### config.mk
export PLATFORM = sky130hd
export DESIGN_NAME = s_rd_pipe
export DESIGN_NICKNAME = d
export VERILOG_FILES = /design/src/rtl/s_rd_pipe.sv
export SDC_FILE = /design/constraint.sdc
export NUM_CORES = 1
export LEC_CHECK = 0
export BUFFER_PORTS_ARGS = -buffer_cell sky130_fd_sc_hd__buf_4
export CORE_AREA = 3 3 40 42
export DETAILED_ROUTE_END_ITERATION = 10
export DIE_AREA = 0 0 43 45
export MAX_ROUTING_LAYER = met4
export PLACE_DENSITY_LB_ADDON = 0.25
export SYNTH_ARGS = -nofsm -noshare
export SYNTH_HDL_FRONTEND = slang
export SYNTH_SLANG_ARGS = --single-unit
### constraint.sdc
create_clock -name clk -period 0.8 [get_ports clk]
set_input_delay 0.12 -clock clk [delete_from_list [all_inputs] [get_ports clk]]
set_output_delay 0.12 -clock clk [all_outputs]
set_load 0.02 [all_outputs]
### src/rtl/s_rd_pipe.sv
// Valid/address delay line that tracks reads to a RAM with a fixed read latency.
// Whatever goes in on cycle c comes out on cycle c+LAT, aligned with the RAM's rddata.
//   clk, rst  : rising-edge clock, synchronous active-high reset (flushes the line)
//   in_vld    : a read is being issued this cycle
//   in_addr   : address of that read
//   out_vld   : the read issued LAT cycles ago is returning now
//   out_addr  : address of the returning read
module s_rd_pipe #(
    parameter int LAT    = 1,
    parameter int ADDR_W = 8
) (
    input  logic              clk,
    input  logic              rst,
    input  logic              in_vld,
    input  logic [ADDR_W-1:0] in_addr,
    output logic              out_vld,
    output logic [ADDR_W-1:0] out_addr
);

    logic [LAT-1:0]             vld_pipe;
    logic [LAT-1:0][ADDR_W-1:0] addr_pipe;

    always_ff @(posedge clk) begin
        if (rst) begin
            vld_pipe  <= '0;
            addr_pipe <= '0;
        end else begin
            vld_pipe[0]  <= in_vld;
            addr_pipe[0] <= in_addr;
            for (int i = 1; i < LAT; i++) begin
                vld_pipe[i]  <= vld_pipe[i-1];
                addr_pipe[i] <= addr_pipe[i-1];
            end
        end
    end

    assign out_vld  = vld_pipe[LAT-1];
    assign out_addr = addr_pipe[LAT-1];

endmodule

## Word level (Yosys, flattened, before mapping)

Cells that the tools add are included.

- Latch bits: 0
- Output and inout port bits: 9
- Flip-flop bits (word level): 9
- Memories: 0
- Bits in writable memories: 0
- ROM bits: 0

- Div/mod/pow operators: 0
- Reduce and logical (&&, ||, !) cells: 0
- Shifts and indexed selects: 0
- Magnitude comparators: 0
- Bitwise operators: 0
- $mul: 0
- Equality and inequality tests: 0
- Mux-type cells: 0
- $add $sub $neg: 0

## Logic depth before layout (Yosys ltp)

Gate-level depths: netlist (run 1).

- Word-level depth: 0
- Mapped depth: 1
- Gate-level depth less buffers: 1

## Worst setup path before layout (run 1)

Ideal clock, no wire load.

- Path type: register to output
- Start: register addr_pipe (netlist bit out_addr[0])
- End: output out_addr[0]
- Arrival time: 395 ps
- Path buffers: 0
- Stages on the path, launching flop included: 1
- Required time: 680 ps
- Path slack: 285 ps
- Cell sequence: dfxtp_1

RTL lines:

| what | line | text |
|---|---|---|
| start: declaration | 21 | `logic [LAT-1:0][ADDR_W-1:0] addr_pipe;` |
| start signal: indexed assignment | 32 | `addr_pipe[i] <= addr_pipe[i-1];` |
| end: declaration | 17 | `output logic [ADDR_W-1:0] out_addr` |

No word-level cell between the ends.

## Worst setup path in the final report (run 1)

- Start: register vld_pipe, in the netlist out_vld
- End: output out_vld

RTL lines:

| what | line | text |
|---|---|---|
| start: declaration | 20 | `logic [LAT-1:0] vld_pipe;` |
| start signal: indexed assignment | 31 | `vld_pipe[i] <= vld_pipe[i-1];` |
| end: declaration | 16 | `output logic out_vld,` |

No word-level cell between the ends.

==> metrics.cfg, run 1 <==
[status]
outcome=complete, but fails checks
violations=setup timing

[worst_setup_path]
end_kind=primary output
slowest_delay_ps=320
worst-path-buf-inv=1
required_ps=680
cp_slowest_cell=dfxtp_2
arrival_ps=690
critical-path-top-delay-family=flip-flops
crit_fanout=1
path_class=reg2out
cp-start-kind=flip-flop
crit_path_end=out_vld
path_cells=buf_6
cp-startpoint=out_vld
cp.depth=1

[clock_network]
cts_buffers=3
h-tree-depth=1
numClockSinks=9
root_buffer=clkbuf_4
cts_tree=built
cts_hold_buffers=0
cts_buffer_depth=2
postCtsSetupBuffers=0
clk_pin_slew_ps=60
cts_resized=18

[pwr]
leakagePower_nw=0.2150
p_seq_frac=0.507
power_density_mw_per_mm2=2049
power_frac_comb=0.143
p_switching_w=0.0002077
ir_drop_mv=0.5734
internal_power_w=0.0007538
netSwitchingFraction=0.2161
clkPwrFrac=0.350

[sta]
setup_ws_ps=-8.180
finalMaxSlewViolations=0
setup_violations=9
rsz0062_at_grt=true
tightest_slew_ps=94.64
max_freq_mhz=1237
fin_crit_ps=808.2
timing.final.crit_share=1.010
tns_ps=-40.50
maxSlewHeadroom=0.9369
hold_violations=0

[route]
dr.pass1.iters=1
routed_wl_um=465
drc=0
vias=196
wl_per_cell_um=8.304
detail_route.iter0.violations=0
drtAntennaViolNets=0
via_per_inst=3.500

[die]
ios=20
die_w_um=43
dieArea_mm2=0.001935
core_mm2=0.001285
die-height_um=45
start_util=0.1840
rows=13

[flow_run]
drv_cap=0

[hold_path]
hold_class=in2reg
min_from=in_addr[6]

[logic_synthesis]
synthTopCellsByCount=dfxtp_1, nor2b_1
syn_area_um2=236.5
yosys_warnings=0
synthArstFlopShare=0
synth_area_leader_cell=dfxtp_1
ys_seq_area_frac=0.7619
ys_types=2
synth-seq-cells=9
synth_top_area_share=0.7619
synth_edf_count=0
netlist_instances=18
synth_fp_nets=29
avgSynthCellArea_um2=13.14
synth_area_leaders=dfxtp_1, nor2b_1
synthFlopType=dfxtp_1

[final_layout]
final.fill_count=133
area_delta_synth_final_pct=98.41
drive_gt1_frac=0.7561
nets=53
n_antenna_cell=0
utilization=0.3651

[global_route]
antenna_found_initial=0
grt_pass1_vias=199
track_usage=0.05877
grt_pass1_wl_um=717
grt_max_degree=10
grt_overflow=0

[placement]
io_buffers=19
routabilityCongestion=0.5235

-- sequential cells by signal, indices dropped and copies added (netlist names) --
signal,flops
out_addr,8
out_vld,1
-- power by group through the flow --
stage | registers [W] | logic (W) | clock network, W
2_1_floorplan | 0.000520 | 0.0000149 | 0
3_3_place_gp | 0.000488 | 0.000124 | 0
3_5_place_dp | 0.000488 | 0.000125 | 0
4_1_cts | 0.000488 | 0.000140 | 0.000356
5_1_grt | 0.000489 | 0.000147 | 0.000370
6_report | 0.000488 | 0.000138 | 0.000336
-- final cells by class --
type | instances | area, µm² | area share
multi-input combinational | 9 | 56.30 | 0.1200
sequential | 9 | 191.4 | 0.4080
tap | 15 | 18.77 | 0.04000
clock buffer | 4 | 26.28 | 0.05600
timing repair buffer | 19 | 176.4 | 0.3760
-- per-stage QoR --
stage / instances / setup slack [ps] / instance area, µm² / hold slack, ps / total power, W
3_3_place_gp: 52 / 255.9 / 397.9 / 329.6 / 0.0006113
2_1_floorplan: 18 / 284.9 / 236.5 / 191.6 / 0.0005344
5_1_grt: 56 / -30.07 / 469.2 / 66.08 / 0.001006
4_1_cts: 56 / -20.91 / 469.2 / 62.58 / 0.0009834
6_report: 56 / -8.180 / 469.2 / 74.97 / 0.0009615
3_5_place_dp: 52 / 253.3 / 397.9 / 334.4 / 0.0006135
-- worst min-delay path by stage --
stage | end | slack [ps] | cells past startpoint
after floorplan | out_addr[0] | 190 | 1
after global placement | out_vld | 330 | 2
after detailed placement | out_addr[1] | 330 | 2
after CTS | out_addr[1] | 60 | 2
after global routing | out_addr[6] | 70 | 2
final | out_addr[6] | 70 | 2
-- layout by cell type (no fill, tap or decap) --
| cell | instances |
|---|---|
| clkbuf_4 | 3 |
| nor2b_1 | 9 |
| dfxtp_2 | 9 |
| buf_6 | 9 |
| clkbuf_1 | 1 |
| buf_4 | 10 |
-- kinds of logic after synthesis --
logic type,Yosys count,synth area share
DFF,9,0.7619
and+or+nand+nor,9,0.2381
-- metal layers --
layer	global-route usage	wire (µm)	up-vias
met1	0.04680	125	86
met4	0.07229	0	0
met3	0.02390	66	0
met2	0.09281	273	11
met5	-	0	-
li1	-	-	99
Note: power is estimated with default switching activity, not from simulation.
==> inputs of run 2 (changes only) <==
--- a/config.mk
+++ b/config.mk
@@ -5,10 +5,10 @@
 export SDC_FILE = /design/constraint.sdc
 export NUM_CORES = 1
 export LEC_CHECK = 0
-export BUFFER_PORTS_ARGS = -buffer_cell sky130_fd_sc_hd__buf_4
 export CORE_AREA = 3 3 40 42
 export DETAILED_ROUTE_END_ITERATION = 10
 export DIE_AREA = 0 0 43 45
+export DONT_BUFFER_PORTS = 1
 export MAX_ROUTING_LAYER = met4
 export PLACE_DENSITY_LB_ADDON = 0.25
 export SYNTH_ARGS = -nofsm -noshare
==> constraint.sdc (replaced) <==
create_clock -name clk -period 0.8 [get_ports clk]
set_input_delay 0.24 -clock clk [delete_from_list [all_inputs] [get_ports clk]]
set_output_delay 0.24 -clock clk [all_outputs]
set_load 0.02 [all_outputs]
==> run 2 against run 1 <==
  * The run still ends with setup timing left
  * Final cell count shrank 34%
  * Die area is the same
  * Sequential share of layout area grew 27 points
  * Critical path type unchanged
  * Largest power group unchanged
  * Highest routed layer unchanged
==> metrics.cfg, run 2 (synthesis gave the netlist of run 1 again) <==
[final_layout]
largest_register_ff_count=8  ; unchanged
final.fill_count=141  ; was 133
drive_gt1_frac=0.5455  ; was 0.7561
utilization=0.2454  ; was 0.3651
final_cell_mix=nor2b_1, dfxtp_4, clkbuf_4  ; was buf_4, nor2b_1, dfxtp_2, buf_6, clkbuf_4
area_delta_synth_final_pct=33.33  ; was 98.41%
nets=34  ; was 53
n_antenna_cell=0  ; unchanged
fin_cells=37  ; was 56

[placement]
dp.cells=33  ; was 52
io_buffers=0  ; was 19
routabilityCongestion=0.5356  ; was 0.5235

[route]
wl_per_cell_um=13.05  ; was 8.304 µm
drtAntennaViolNets=0  ; unchanged
dr.pass1.iters=1  ; unchanged
routed_wl_um=483  ; was 465 µm
via_per_inst=3.514  ; was 3.500
detail_route.iter0.violations=0  ; unchanged
drc=0  ; unchanged
vias=130  ; was 196

[clock_network]
root_buffer=clkbuf_4  ; unchanged
cts_tree=built  ; unchanged
cts_buffers=3  ; unchanged
cts_buffer_depth=2  ; unchanged
postCtsSetupBuffers=0  ; unchanged
h-tree-depth=1  ; unchanged
cts_hold_buffers=0  ; unchanged
clk_pin_slew_ps=60  ; about the same
numClockSinks=9  ; unchanged

[die]
core_mm2=0.001285  ; unchanged
dieArea_mm2=0.001935  ; unchanged
ios=20  ; unchanged
die-height_um=45  ; unchanged
rows=13  ; unchanged
die_w_um=43  ; unchanged
start_util=0.1840  ; unchanged

[status]
violations=setup timing  ; unchanged
outcome=complete, but fails checks  ; unchanged

[sta]
finalMaxSlewViolations=0  ; unchanged
rsz0062_at_grt=true  ; unchanged
tns_ps=-605.5  ; was -40.50 ps
setup_ws_ps=-69.67  ; was -8.180 ps
max_freq_mhz=1150  ; was 1237 MHz
whs_ps=37.16  ; was 74.97 ps
setup_violations=9  ; unchanged
tightest_slew_ps=77.01  ; was 94.64 ps
timing.final.crit_share=1.087  ; was 1.010
fin_crit_ps=869.7  ; was 808.2 ps
hold_violations=0  ; unchanged
maxSlewHeadroom=0.9486  ; was 0.9369

[worst_setup_path]
path_class=reg2out  ; unchanged
cp-start-kind=flip-flop  ; unchanged
end_kind=primary output  ; unchanged
arrival_ps=630  ; was 690 ps
crit_fanout=1  ; unchanged
required_ps=560  ; was 680 ps

[global_route]
grt_pass1_vias=148  ; was 199
grt_max_degree=10  ; unchanged
antenna_found_initial=0  ; unchanged
grt_pass1_wl_um=724  ; was 717 µm
grt_overflow=0  ; unchanged
track_usage=0.06191  ; was 0.05877

[pwr]
power_density_mw_per_mm2=2730  ; was 2049 mW/mm²
ir_drop_mv=0.6489  ; was 0.5734 mV
leakagePower_nw=0.1148  ; was 0.2150 nW

[hold_path]
hold_class=in2reg  ; unchanged

[flow_run]
drv_cap=0  ; unchanged

## run 2: cell types whose count changed in the layout (fill, tap and decap cells not counted)
cell / delta
buf_4: -10
buf_6: -9
dfxtp_4: +9
dfxtp_2: -9
## run 2: worst paths after layout
| kind | cells after the start | slack, ps | startpoint | endpoint |
|---|---|---|---|---|
| worst max-delay path | 0 | -70 | out_addr[3] | out_addr[3] |
| worst min-delay path | 1 | 40 | rst | out_addr[1] |
## run 2: area by class of cell
type                            count  area (µm²)  share of cell area
Clock buffer                        4       26.28             0.08333
Multi-Input combinational cell      9       56.30              0.1786
Sequential cell                     9       214.0              0.6786
Tap cell                           15       18.77             0.05952
## run 2: report_power, final
group	internal [W]	leakage, nW	total [W]	switching, W
registers	0.000461	0.0802	0.000501	0.0000399
clock network	0.000192	0.0150	0.000344	0.000152
logic	0.0000119	0.0196	0.0000158	0.00000394
total	0.000665	0.115	0.000861	0.000196
## run 2: timing repair
action,CTS,global route
resized for setup,18,0
setup endpoints to repair,9,9
hold endpoints to repair,0,0
cloned,0,0
## run 2: stage by stage
step	power [W]	area [µm²]	setup WS [ps]
2_1_floorplan	0.0005344	236.5	164.9
3_3_place_gp	0.0005402	255.2	146.0
3_5_place_dp	0.0005409	255.2	138.4
4_1_cts	0.0008717	315.3	-78.58
5_1_grt	0.0008996	315.3	-93.01
6_report	0.0008608	315.3	-69.67
## run 2: layer usage
layer | vias to the layer above | global-route usage | part of all wire
met5 | - | - | 0
met4 | 0 | 0.07229 | 0
met3 | 0 | 0.04781 | 0.12
met2 | 12 | 0.08084 | 0.52
met1 | 57 | 0.05097 | 0.36
li1 | 61 | - | -
==> inputs of run 3 (changes only) <==
--- a/config.mk
+++ b/config.mk
@@ -6,11 +6,13 @@
 export NUM_CORES = 1
 export LEC_CHECK = 0
 export CORE_AREA = 3 3 40 42
+export CTS_BUF_LIST = sky130_fd_sc_hd__clkbuf_16
 export DETAILED_ROUTE_END_ITERATION = 10
 export DIE_AREA = 0 0 43 45
 export DONT_BUFFER_PORTS = 1
 export MAX_ROUTING_LAYER = met4
 export PLACE_DENSITY_LB_ADDON = 0.25
+export SLEW_MARGIN = 15
 export SYNTH_ARGS = -nofsm -noshare
 export SYNTH_HDL_FRONTEND = slang
 export SYNTH_SLANG_ARGS = --single-unit
==> constraint.sdc (replaced) <==
create_clock -name clk -period 0.8 [get_ports clk]
set_input_delay 0.16 -clock clk [delete_from_list [all_inputs] [get_ports clk]]
set_output_delay 0.16 -clock clk [all_outputs]
set_load 0.02 [all_outputs]
==> run 3 against run 2 <==
  * The run now ends clean
  * Global-route usage down 0.25 points
  * Worst setup slack better by 100 ps
  * Maximum frequency is 14% higher
  * Sequential power grew 4.2%
  * Die area stayed put
  * Critical path depth did not move
  * Via count grew 16%
  * Total power up 63%
  * Combinational power increased by 120%
  * Critical path type unchanged
  * Largest power group is now the clock network
==> metrics.cfg, run 3 (synthesis gave the netlist of run 1 again) <==
[worst_setup_path]
required_ps=640  ; was 560 ps
arrival_ps=600  ; was 630 ps
cp-start-kind=flip-flop  ; unchanged
end_kind=primary output  ; unchanged
path_class=reg2out  ; unchanged
crit_fanout=1  ; unchanged

[die]
start_util=0.1840  ; unchanged
ios=20  ; unchanged
dieArea_mm2=0.001935  ; unchanged
die_w_um=43  ; unchanged
rows=13  ; unchanged
core_mm2=0.001285  ; unchanged
die-height_um=45  ; unchanged

[clock_network]
cts_buffers=3  ; unchanged
h-tree-depth=1  ; unchanged
cts_tree=built  ; unchanged
numClockSinks=9  ; unchanged
root_buffer=clkbuf_16  ; was clkbuf_4
cts_buffer_depth=2  ; unchanged
clk_pin_slew_ps=40  ; was 60 ps
postCtsSetupBuffers=0  ; unchanged

[placement]
dp_slack_ps=218.4  ; was 138.4 ps
routabilityCongestion=0.5356  ; unchanged
place_area_um2=255.2  ; unchanged
io_buffers=0  ; unchanged

[final_layout]
fin_area_um2=387.9  ; was 315.3 µm²
area_delta_synth_final_pct=64.02  ; was 33.33%
final_cell_mix=nor2b_1, dfxtp_2, clkbuf_16, dlygate4sd3_1  ; was nor2b_1, dfxtp_4, clkbuf_4
drive_gt1_frac=0.4615  ; was 0.5455
nets=38  ; was 34
utilization=0.3019  ; was 0.2454
largest_register_ff_count=8  ; unchanged
n_antenna_cell=0  ; unchanged

[hold_path]
hold_class=in2reg  ; unchanged

[sta]
setup_violations=0  ; was 9
tns_ps=0  ; was -605.5 ps
tightest_slew_ps=234.9  ; was 77.01 ps
setup_ws_ps=35.08  ; was -69.67 ps
fin_crit_ps=764.9  ; was 869.7 ps
finalMaxSlewViolations=0  ; unchanged
whs_ps=59.73  ; was 37.16 ps
hold_violations=0  ; unchanged
max_freq_mhz=1307  ; was 1150 MHz
rsz0062_at_grt=false  ; was true
timing.final.crit_share=0.9561  ; was 1.087
maxSlewHeadroom=0.8434  ; was 0.9486

[global_route]
grt_pass1_wl_um=690  ; was 724 µm
use_met1=0.04634  ; was 0.05097
met2_usage=0.07485  ; was 0.08084
grt_max_degree=7  ; was 10
grt_overflow=0  ; unchanged
track_usage=0.05943  ; was 0.06191
grt_pass1_vias=141  ; was 148
grt_busiest_layer=met2  ; unchanged
met3_usage=0.05179  ; was 0.04781
antenna_found_initial=0  ; unchanged

[route]
wl_per_cell_um=12.59  ; was 13.05 µm
via_per_inst=3.683  ; was 3.514
detail_route.iter0.violations=0  ; unchanged
drc=0  ; unchanged
vias=151  ; was 130
routed_wl_um=516  ; was 483 µm
dr.pass1.iters=1  ; unchanged
drtAntennaViolNets=0  ; unchanged

[pwr]
leakagePower_nw=0.1691  ; was 0.1148 nW
power_density_mw_per_mm2=3617  ; was 2730 mW/mm²
ir_drop_mv=0.8535  ; was 0.6489 mV

[flow_run]
drv_cap=0  ; unchanged

[status]
outcome=completed  ; was complete, but fails checks

## run 3: cell count changes in the layout (fill, tap and decap cells not counted), sizes merged
| cell | previous run | this run |
|---|---|---|
| clkbuf | 4 | 3 |
| dlymetal6s4s | 0 | 1 |
| inv | 0 | 1 |
| dlygate4sd3 | 0 | 3 |
## run 3: area by class of cell
| class | instances | area [µm²] |
|---|---|---|
| fill | 135 | 897.1 |
| timing repair buffer | 4 | 42.54 |
| tap | 15 | 18.77 |
| clock buffer | 3 | 75.07 |
| multi-input combinational | 9 | 56.30 |
| clock inverter | 1 | 3.754 |
| sequential | 9 | 191.4 |
## run 3: stage by stage
stage	instances	total power, W
6_report	41	0.001403
5_1_grt	41	0.001445
3_5_place_dp	33	0.0005409
3_3_place_gp	33	0.0005402
2_1_floorplan	18	0.0005344
4_1_cts	41	0.001431
## run 3: repair_timing
action                     4_1_cts  5_1_grt
gates cloned                     0        0
setup endpoints to repair        9        2
hold endpoints to repair         9        0
resized for setup                9        1
hold buffers                     4        0
## run 3: worst paths after layout
| check | startpoint | end | cells after the start |
|---|---|---|---|
| setup / recovery | out_vld | out_vld | 0 |
| hold / removal | in_addr[2] | out_addr[2] | 1 |
## run 3: layer usage
metal	wire, µm	part of all wire
met1	176	0.34
met2	276	0.53
met3	62	0.12
met5	0	0
met4	0	0
## run 3: report_power, final
part,total [W],internal (W),switching (W)
Combinational,0.0000349,0.0000252,0.00000971
Clock,0.000846,0.000651,0.000195
Sequential,0.000522,0.000481,0.0000403
Total,0.00140,0.00116,0.000245
